--- src/rtl/parity_frame_rx.sv ---
// Receive-side frame checker: deserialises start/data/parity/stop frames,
// recomputes parity, reports status and keeps a saturating error count.
module parity_frame_rx #(
  parameter int DATA_W = 4,
  parameter bit ODD    = 1'b0,
  parameter int CNT_W  = 8
) (
  input  logic              clk,
  input  logic              rst,
  input  logic              bit_en,
  input  logic              rx_in,
  input  logic              err_clr,
  output logic [DATA_W-1:0] data_out,
  output logic              data_valid,
  output logic              parity_err,
  output logic              frame_err,
  output logic              busy,
  output logic [CNT_W-1:0]  err_count
);

  localparam int IDX_W = (DATA_W > 1) ? $clog2(DATA_W) : 1;

  typedef enum logic [1:0] {IDLE, DATA, PARITY, STOP} state_t;

  state_t            state;
  logic [IDX_W-1:0]  index;
  logic [DATA_W-1:0] shift;
  logic              par_bit;
  logic              par_bad;
  logic              err_any;
  logic              completing;

  // Status of the frame that completes on this edge (rx_in is the stop bit).
  assign par_bad    = par_bit != ((^shift) ^ ODD);
  assign err_any    = par_bad | ~rx_in;
  assign completing = bit_en && (state == STOP);

  always_ff @(posedge clk) begin
    if (rst) begin
      state      <= IDLE;
      index      <= '0;
      shift      <= '0;
      par_bit    <= 1'b0;
      data_out   <= '0;
      data_valid <= 1'b0;
      parity_err <= 1'b0;
      frame_err  <= 1'b0;
      busy       <= 1'b0;
      err_count  <= '0;
    end else begin
      data_valid <= 1'b0;
      if (bit_en) begin
        case (state)
          IDLE: begin
            if (!rx_in) begin
              state <= DATA;
              index <= '0;
              busy  <= 1'b1;
            end
          end
          DATA: begin
            shift[index] <= rx_in;
            index        <= index + 1'b1;
            if (index == IDX_W'(DATA_W - 1)) state <= PARITY;
          end
          PARITY: begin
            par_bit <= rx_in;
            state   <= STOP;
          end
          STOP: begin
            data_out   <= shift;
            parity_err <= par_bad;
            frame_err  <= ~rx_in;
            data_valid <= 1'b1;
            busy       <= 1'b0;
            state      <= IDLE;
          end
          default: state <= IDLE;
        endcase
      end
      // Clear has priority over a coincident increment.
      if (err_clr)
        err_count <= '0;
      else if (completing && err_any && (err_count != {CNT_W{1'b1}}))
        err_count <= err_count + 1'b1;
    end
  end

endmodule

--- config.mk ---
export PLATFORM = sky130hd
export DESIGN_NAME = parity_frame_rx
export DESIGN_NICKNAME = d
export VERILOG_FILES = /design/src/rtl/parity_frame_rx.sv
export SDC_FILE = /design/constraint.sdc
export NUM_CORES = 1
export LEC_CHECK = 0
export BUFFER_PORTS_ARGS = -buffer_cell sky130_fd_sc_hd__buf_4
export CAP_MARGIN = 40
export CORE_AREA = 3 3 56 58
export CTS_CLUSTER_SIZE = 20
export DETAILED_ROUTE_END_ITERATION = 12
export DIE_AREA = 0 0 59 61
export GPL_ROUTABILITY_DRIVEN = 0
export HOLD_SLACK_MARGIN = 0.02
export PLACE_DENSITY = 0.72
export SLEW_MARGIN = 20
export SYNTH_ARGS = -nofsm -noshare
export SYNTH_HDL_FRONTEND = slang
export SYNTH_SLANG_ARGS = --single-unit
--- constraint.sdc ---
create_clock -name clk -period 1.6 [get_ports clk]
set_input_delay 0.24 -clock clk [delete_from_list [all_inputs] [get_ports clk]]
set_output_delay 0.24 -clock clk [all_outputs]
set_load 0.05 [all_outputs]
==> flow_summary.yaml, run 1 <==
status:
  outcome: "finished, violations left"
  violations: "negative setup slack"
die:
  start_util: 0.485
  core.rowCount: 19
  die_h_microns: 61
  design.die.area_sq_um: 3600
  coreArea_sq_um: 2710
  top_level_ports: 21
  die_x_microns: 59
pwr:
  intPower_mw: 0.786
  total_switching_power_mw: 0.286
  power.leakage_nw: 0.623
  power_density_nw_per_um2: 673
  ir_drop_v: 0.000487
  total_power_mw: 1.07
  sw_frac_of_total: 0.267
  pwr-share-clk: 0.262
  share_seq_of_total_power: 0.601
  p_comb_frac: 0.137
cells_and_area:
  postLayoutCoreUtil: 0.587
  post_route_cells_drive_above_1_share: 0.265
  area_growth_syn_to_layout_pct: 21.0
  layout.cells.most_common_list: "sky130_fd_sc_hd__buf_4, sky130_fd_sc_hd__nand2_1, sky130_fd_sc_hd__dfxtp_1"
  finalNetCount: 186
  seqCellArea_sq_um: 505
  fin_area_sq_um: 1590
  diodes: 0
  finalNonFillerCells: 201
  multi_input_comb_area_sq_um: 783
  fillCellCount: 257
  most_common_cell_after_layout_fill_and_taps_aside: "sky130_fd_sc_hd__buf_4"
routing:
  dr.pass1.iters: 5
  detail_route.wl_per_cell_microns: 12.8
  dr_total_vias: 1111
  routed_via_density: 5.53
  drt_wl_total_microns: 2580
  final_antenna_net_count: 0
  route.detailed.drc: 0
  drt_iter0_drc: 20
timing:
  maxSlewViolCount: 0
  fin_crit_ns: 1.61
  tightest_slew_ns: 0.513
  clock-skew-final_ns: 0.00208
  setup_slack_ns: -0.0147
  fmaxAchievable_mhz: 619
  share_of_the_clock_period_used_by_the_worst_path: 1.01
  setup_repair_after_global_routing_missed_its_margin: "true"
  report.final.setup_viol: 2
  timing.max_slew.rel_slack: 0.657
  final-hold-violation-count: 0
synth:
  number_of_flops_mapped_to_enable_cells_by_yosys: 0
  syn-num-nets: 161
  synth.area.top_cells: "sky130_fd_sc_hd__dfxtp_1, sky130_fd_sc_hd__mux2i_1, sky130_fd_sc_hd__ha_1, sky130_fd_sc_hd__nand2_1, sky130_fd_sc_hd__xnor2_4"
  yosysSeqAreaShare: 0.381
  synth_flop_cell: "sky130_fd_sc_hd__dfxtp_1"
  synthesis.instances: 146
  async_flop_share: 0
  synth_area_leader_cell: "sky130_fd_sc_hd__dfxtp_1"
  synthesis.area_sq_um: 1320
  yosysWarningCount: 0
  ys_ff_latch: 25
  syn_avg_cell_area_sq_um: 9.01
  yosys.cell_types.count: 26
  synth_largest_type_area_fraction: 0.381
clock_network:
  cts.htree.levels: 1
  root_buffer: "sky130_fd_sc_hd__clkbuf_4"
  cts_made_buffers: 3
  tritoncts: "built"
  cts_num_sinks: 25
  clock_tree.buffer_depth: 2
  clkSlewWorstSetupHoldPaths_ns: 0.14
  worst_skew_pair.late_latency_ns: 0.31
  cts_hold_buffers: 0
setup_path:
  startpoint_type: "flop"
  critical_path_capture_point_type: "flop"
  slowest_stage: "sky130_fd_sc_hd__xnor3_2"
  arrival_ns: 1.87
  timing.critical_path.slowest_cell_delay_ns: 0.46
  required_time_of_the_worst_setup_path_ns: 1.86
  worst_r2r_startpoint: "par_bit"
  crit_path_cell_trace: "xnor3_2 -> xnor2_4 -> a2111oi_4 -> mux2i_1"
  crit-reg2reg-capture: "err_count[4]"
  ff2ff_path_depth: 4
  critical_path_peak_fanout: 8
  crit_type: "reg -> reg"
  r2r_setup_slack_ns: -0.01
placement:
  place_hpwl_microns: 1910
  dp_cells: 196
  io_buffers: 20
  post_dp_cell_area_sq_um: 1530
  dp_worst_setup_slack_ns: -0.0499
grt:
  grt_max_degree: 24
  all_layer_global_routing_usage: 0.155
  grt_remaining_overflow: 0
  via_count_of_the_first_global_routing_pass: 1001
  grt_antenna_before_repair: 0
  grt_first_pass_wirelength_microns: 4310
job:
  max_cap_violations: 0
worst_hold_path:
  classification_of_the_worst_slack_hold_path: "in -> reg"
  worst_hold_path_ep: "err_count[0]"
  hold_start: "err_clr"
  min_delay_path_depth: 3
-- cells by family (layout without fill, tap and decap cells) --
group / Yosys count / count (layout) / synth area share
compound gates: 24 / 24 / 0.132
fa+ha+maj: 10 / 10 / 0.0951
flops: 25 / 25 / 0.381
xor+xnor: 3 / 3 / 0.0599
simple gates: 56 / 56 / 0.189
mux: 13 / 13 / 0.0989
buf+inv: 15 / 39 / 0.0438
-- final cells by class --
class                           count  share of cell area
Timing Repair Buffer               28               0.132
Tap cell                           31              0.0244
Clock inverter                      1             0.00314
Inverter                            7              0.0165
Clock buffer                        3              0.0142
Multi-Input combinational cell    106               0.492
Sequential cell                    25               0.318
-- power by group through the flow --
stage | Combinational (mW) | Sequential [mW] | Clock (mW)
floorplan | 0.0842 | 0.667 | 0
global placement | 0.136 | 0.656 | 0
detailed placement | 0.142 | 0.657 | 0
CTS | 0.143 | 0.644 | 0.303
global route | 0.162 | 0.645 | 0.323
finish | 0.147 | 0.643 | 0.281
-- worst max-delay path: cells and delay by family, from the launching register on --
kind / cells / cell delay [ns]
xor gates and xnor gates: 2 / 0.68
DFF: 1 / 0.36
AOI/OAI and AO/OA: 1 / 0.33
muxes: 1 / 0.20
-- how the worst max path moves through the flow --
| stage | start | end | slack [ns] |
|---|---|---|---|
| final | par_bit | err_count[4] | -0.01 |
| after global routing | par_bit | err_count[4] | -0.07 |
| after CTS | shift[2] | err_count[3] | -0.04 |
| after detailed placement | par_bit | err_count[4] | -0.05 |
| after global placement | par_bit | err_count[4] | -0.01 |
| after floorplan | state[1] | err_count[4] | 0.004 |
-- registers in the layout (all words and copies together) (netlist names) --
signal	count
busy	1
data_out	4
data_valid	1
err_count	8
frame_err	1
index	2
par_bit	1
parity_err	1
shift	4
state	2
-- layer usage --
metal	GRT usage	share of wire	wire length [microns]	vias up
met5	0	0	0	-
met2	0.265	0.49	1270	38
met1	0.197	0.45	1170	517
met3	0.0255	0.044	114	4
met4	0.0583	0.0097	25	0
li1	-	-	-	552
-- cell usage after synthesis (all sizes together), types with 2 or more instances --
library cell and instances:
or3 5, dfxtp 25, inv 7, a211oi 7
clkbuf 7, nand2 24, xnor2 2, mux2i 13
a21oi 9, nand3 10, o21ai 4, nor2 12
ha 10
-- through the flow --
stage	hold slack, ns	setup TNS (ns)
5_1_grt	0.212	-0.373
3_3_place_gp	0.447	-0.00978
2_1_floorplan	0.412	0
3_5_place_dp	0.454	-0.133
4_1_cts	0.201	-0.151
6_report	0.216	-0.0220
-- timing repair --
| action | 4_1_cts | 5_1_grt |
|---|---|---|
| buffers inserted | 1 | 0 |
| pin swaps | 4 | 3 |
| hold endpoints to repair | 0 | 0 |
| gates resized for setup | 4 | 4 |
| setup endpoints to repair | 11 | 12 |
Note: power is estimated with default switching activity, not from simulation.
==> run 2: changes to the inputs <==
==> config.mk (replaced) <==
export PLATFORM = sky130hd
export DESIGN_NAME = parity_frame_rx
export DESIGN_NICKNAME = d
export VERILOG_FILES = /design/src/rtl/parity_frame_rx.sv
export SDC_FILE = /design/constraint.sdc
export NUM_CORES = 1
export LEC_CHECK = 0
export CAP_MARGIN = 40
export CORE_AREA = 3 3 51 53
export CTS_CLUSTER_SIZE = 20
export DETAILED_ROUTE_END_ITERATION = 12
export DIE_AREA = 0 0 54 56
export DONT_BUFFER_PORTS = 1
export GPL_ROUTABILITY_DRIVEN = 0
export HOLD_SLACK_MARGIN = 0.02
export PLACE_DENSITY = 0.74
export SLEW_MARGIN = 20
export SYNTH_ARGS = -nofsm -noshare
export SYNTH_HDL_FRONTEND = slang
export SYNTH_SLANG_ARGS = --single-unit
==> constraint.sdc (replaced) <==
create_clock -name clk -period 2 [get_ports clk]
set_input_delay 0.3 -clock clk [delete_from_list [all_inputs] [get_ports clk]]
set_output_delay 0.3 -clock clk [all_outputs]
set_load 0.05 [all_outputs]
==> run 2 against run 1 <==
Compared with the run above:
- the flow now finishes without violations
- cell count fell by 10%
- hold slack got worse by 0.17 ns
- critical path depth rose by 2
- cell area fell by 9.7%
- clock power fell by 21%
- combinational power fell by 47%
- fmax fell by 9.4%
- clock skew rose by 0.0071 ns
- register-to-register slack improved by 0.23 ns
- wire length fell by 3.0%
- critical path type unchanged
- critical endpoint is now state[0]
- largest power group unchanged
==> flow_summary.yaml, run 2 (synthesized netlist as in run 1, its figures left out) <==
timing:
  timing.max_slew.rel_slack: 0.574
  tns_ns: 0
  fin_crit_ns: 1.78
  setup_repair_after_global_routing_missed_its_margin: "false"
  final-hold-violation-count: 0
  clock-skew-final_ns: 0.00921
  tightest_slew_ns: 0.637
  maxSlewViolCount: 0
  worst_hold_slack_ns: 0.0438
  fmaxAchievable_mhz: 561
  share_of_the_clock_period_used_by_the_worst_path: 0.891
  report.final.setup_viol: 0
  setup_slack_ns: 0.218
cells_and_area:
  area_growth_syn_to_layout_pct: 9.23
  layout.cells.most_common_list: "sky130_fd_sc_hd__dfxtp_1, sky130_fd_sc_hd__nand2_1, sky130_fd_sc_hd__mux2i_1"
  diodes: 0
  regMostFlops: "err_count"
  post_route_cells_drive_above_1_share: 0.118
  finalNetCount: 169
  biggestRegsByFlops: "err_count: 8 flops, data_out: 4 flops, shift: 4 flops"
  fin_area_sq_um: 1440
  largest_register_ffs: 8
  most_common_cell_after_layout_fill_and_taps_aside: "sky130_fd_sc_hd__dfxtp_1"
setup_path:
  critical_path_peak_fanout: 5
  critical_path_capture_point_type: "flop"
  startpoint_type: "flop"
  crit-reg2reg-capture: "state[0]"
  r2r_setup_slack_ns: 0.22
  ff2ff_path_depth: 6
  worst_r2r_startpoint: "state[0]"
  required_time_of_the_worst_setup_path_ns: 2.19
  crit_type: "reg -> reg"
  arrival_ns: 1.97
routing:
  dr.pass1.iters: 4
  drt_iter0_drc: 14
  dr_total_vias: 997
  routed_via_density: 5.51
  final_antenna_net_count: 0
  drt_wl_total_microns: 2500
  detail_route.wl_per_cell_microns: 13.8
  route.detailed.drc: 0
clock_network:
  root_buffer: "sky130_fd_sc_hd__clkbuf_4"
  cts.htree.levels: 1
  clkSlewWorstSetupHoldPaths_ns: 0.13
  clock_tree.buffer_depth: 2
  cts-resized-gates: 0
  cts_made_buffers: 3
  cts_num_sinks: 25
  tritoncts: "built"
  worst_skew_pair.late_latency_ns: 0.31
pwr:
  intPower_mw: 0.617
  power_density_nw_per_um2: 575
  share_seq_of_total_power: 0.634
  power.leakage_nw: 0.526
  sw_frac_of_total: 0.253
  pwr-share-clk: 0.270
  ir_drop_v: 0.000337
  p_comb_frac: 0.095
  total_switching_power_mw: 0.209
worst_hold_path:
  worst_hold_path_ep: "index[1]"
  hold_start: "rst"
  classification_of_the_worst_slack_hold_path: "in -> reg"
  min_delay_path_depth: 1
grt:
  grt_antenna_before_repair: 0
  grt_max_degree: 23
  grt_remaining_overflow: 0
  grt_first_pass_wirelength_microns: 4350
  via_count_of_the_first_global_routing_pass: 1030
  all_layer_global_routing_usage: 0.187
die:
  design.die.area_sq_um: 3020
  core.rowCount: 17
  start_util: 0.600
  die_h_microns: 56
  coreArea_sq_um: 2190
  top_level_ports: 21
  die_x_microns: 54
job:
  max_cap_violations: 0
placement:
  place_hpwl_microns: 1830
  io_buffers: 0
  dp_worst_setup_slack_ns: 0.252
  post_dp_cell_area_sq_um: 1390
status:
  outcome: "completed"
[run 2: stage by stage]
| stage | power, mW | utilization | std cells |
|---|---|---|---|
| 3_3_place_gp | 0.603 | 0.633 | 175 |
| 5_1_grt | 0.874 | 0.656 | 181 |
| 3_5_place_dp | 0.607 | 0.633 | 175 |
| 2_1_floorplan | 0.601 | - | 146 |
| 6_report | 0.826 | 0.656 | 181 |
| 4_1_cts | 0.836 | 0.651 | 180 |
[run 2: layout make-up]
class	instances	area, sq um
multi-input cells	106	757
inverters	7	26.3
clock buffers	3	22.5
clock inverters	1	7.51
repair buffers	11	87.6
well taps	28	35.0
fillers	197	754
flip-flops and latches	25	500
[run 2: how the worst max path moves through the flow]
stage	start	end	slack (ns)	cells after the start
finish	state[0]	state[0]	0.22	6
global route	state[1]	state[0]	0.05	6
CTS	state[0]	state[0]	0.23	6
detailed placement	state[0]	state[0]	0.25	6
global placement	state[0]	state[0]	0.37	6
floorplan	err_count[0]	err_count[2]	0.33	5
[run 2: metal layers]
layer,routed length (microns),GRT usage,part of all wire,up-vias
met5,0,0,0,-
met4,46,0.0712,0.018,0
met3,119,0.0402,0.048,6
met2,1270,0.325,0.51,18
met1,1070,0.215,0.43,458
li1,-,-,-,515
[run 2: what timing repair did]
item,CTS,global route
buffers inserted,0,0
endpoints found under the hold margin,2,11
hold buffers,1,1
[run 2: power by group through the flow]
stage / clock [mW] / combinational, mW / sequential, mW
finish: 0.223 / 0.0785 / 0.524
global route: 0.259 / 0.0892 / 0.526
CTS: 0.237 / 0.0744 / 0.524
detailed placement: 0 / 0.0716 / 0.535
global placement: 0 / 0.0682 / 0.535
floorplan: 0 / 0.0674 / 0.533
[run 2: worst max-delay path, stage by stage (launching register included)]
cell and delay (ns):
sky130_fd_sc_hd__dfxtp_1 0.38, sky130_fd_sc_hd__inv_1 0.10, sky130_fd_sc_hd__ha_1 0.23, sky130_fd_sc_hd__a21boi_0 0.44, sky130_fd_sc_hd__o21ai_1 0.24, sky130_fd_sc_hd__nor3_1 0.20, sky130_fd_sc_hd__a211oi_1 0.07
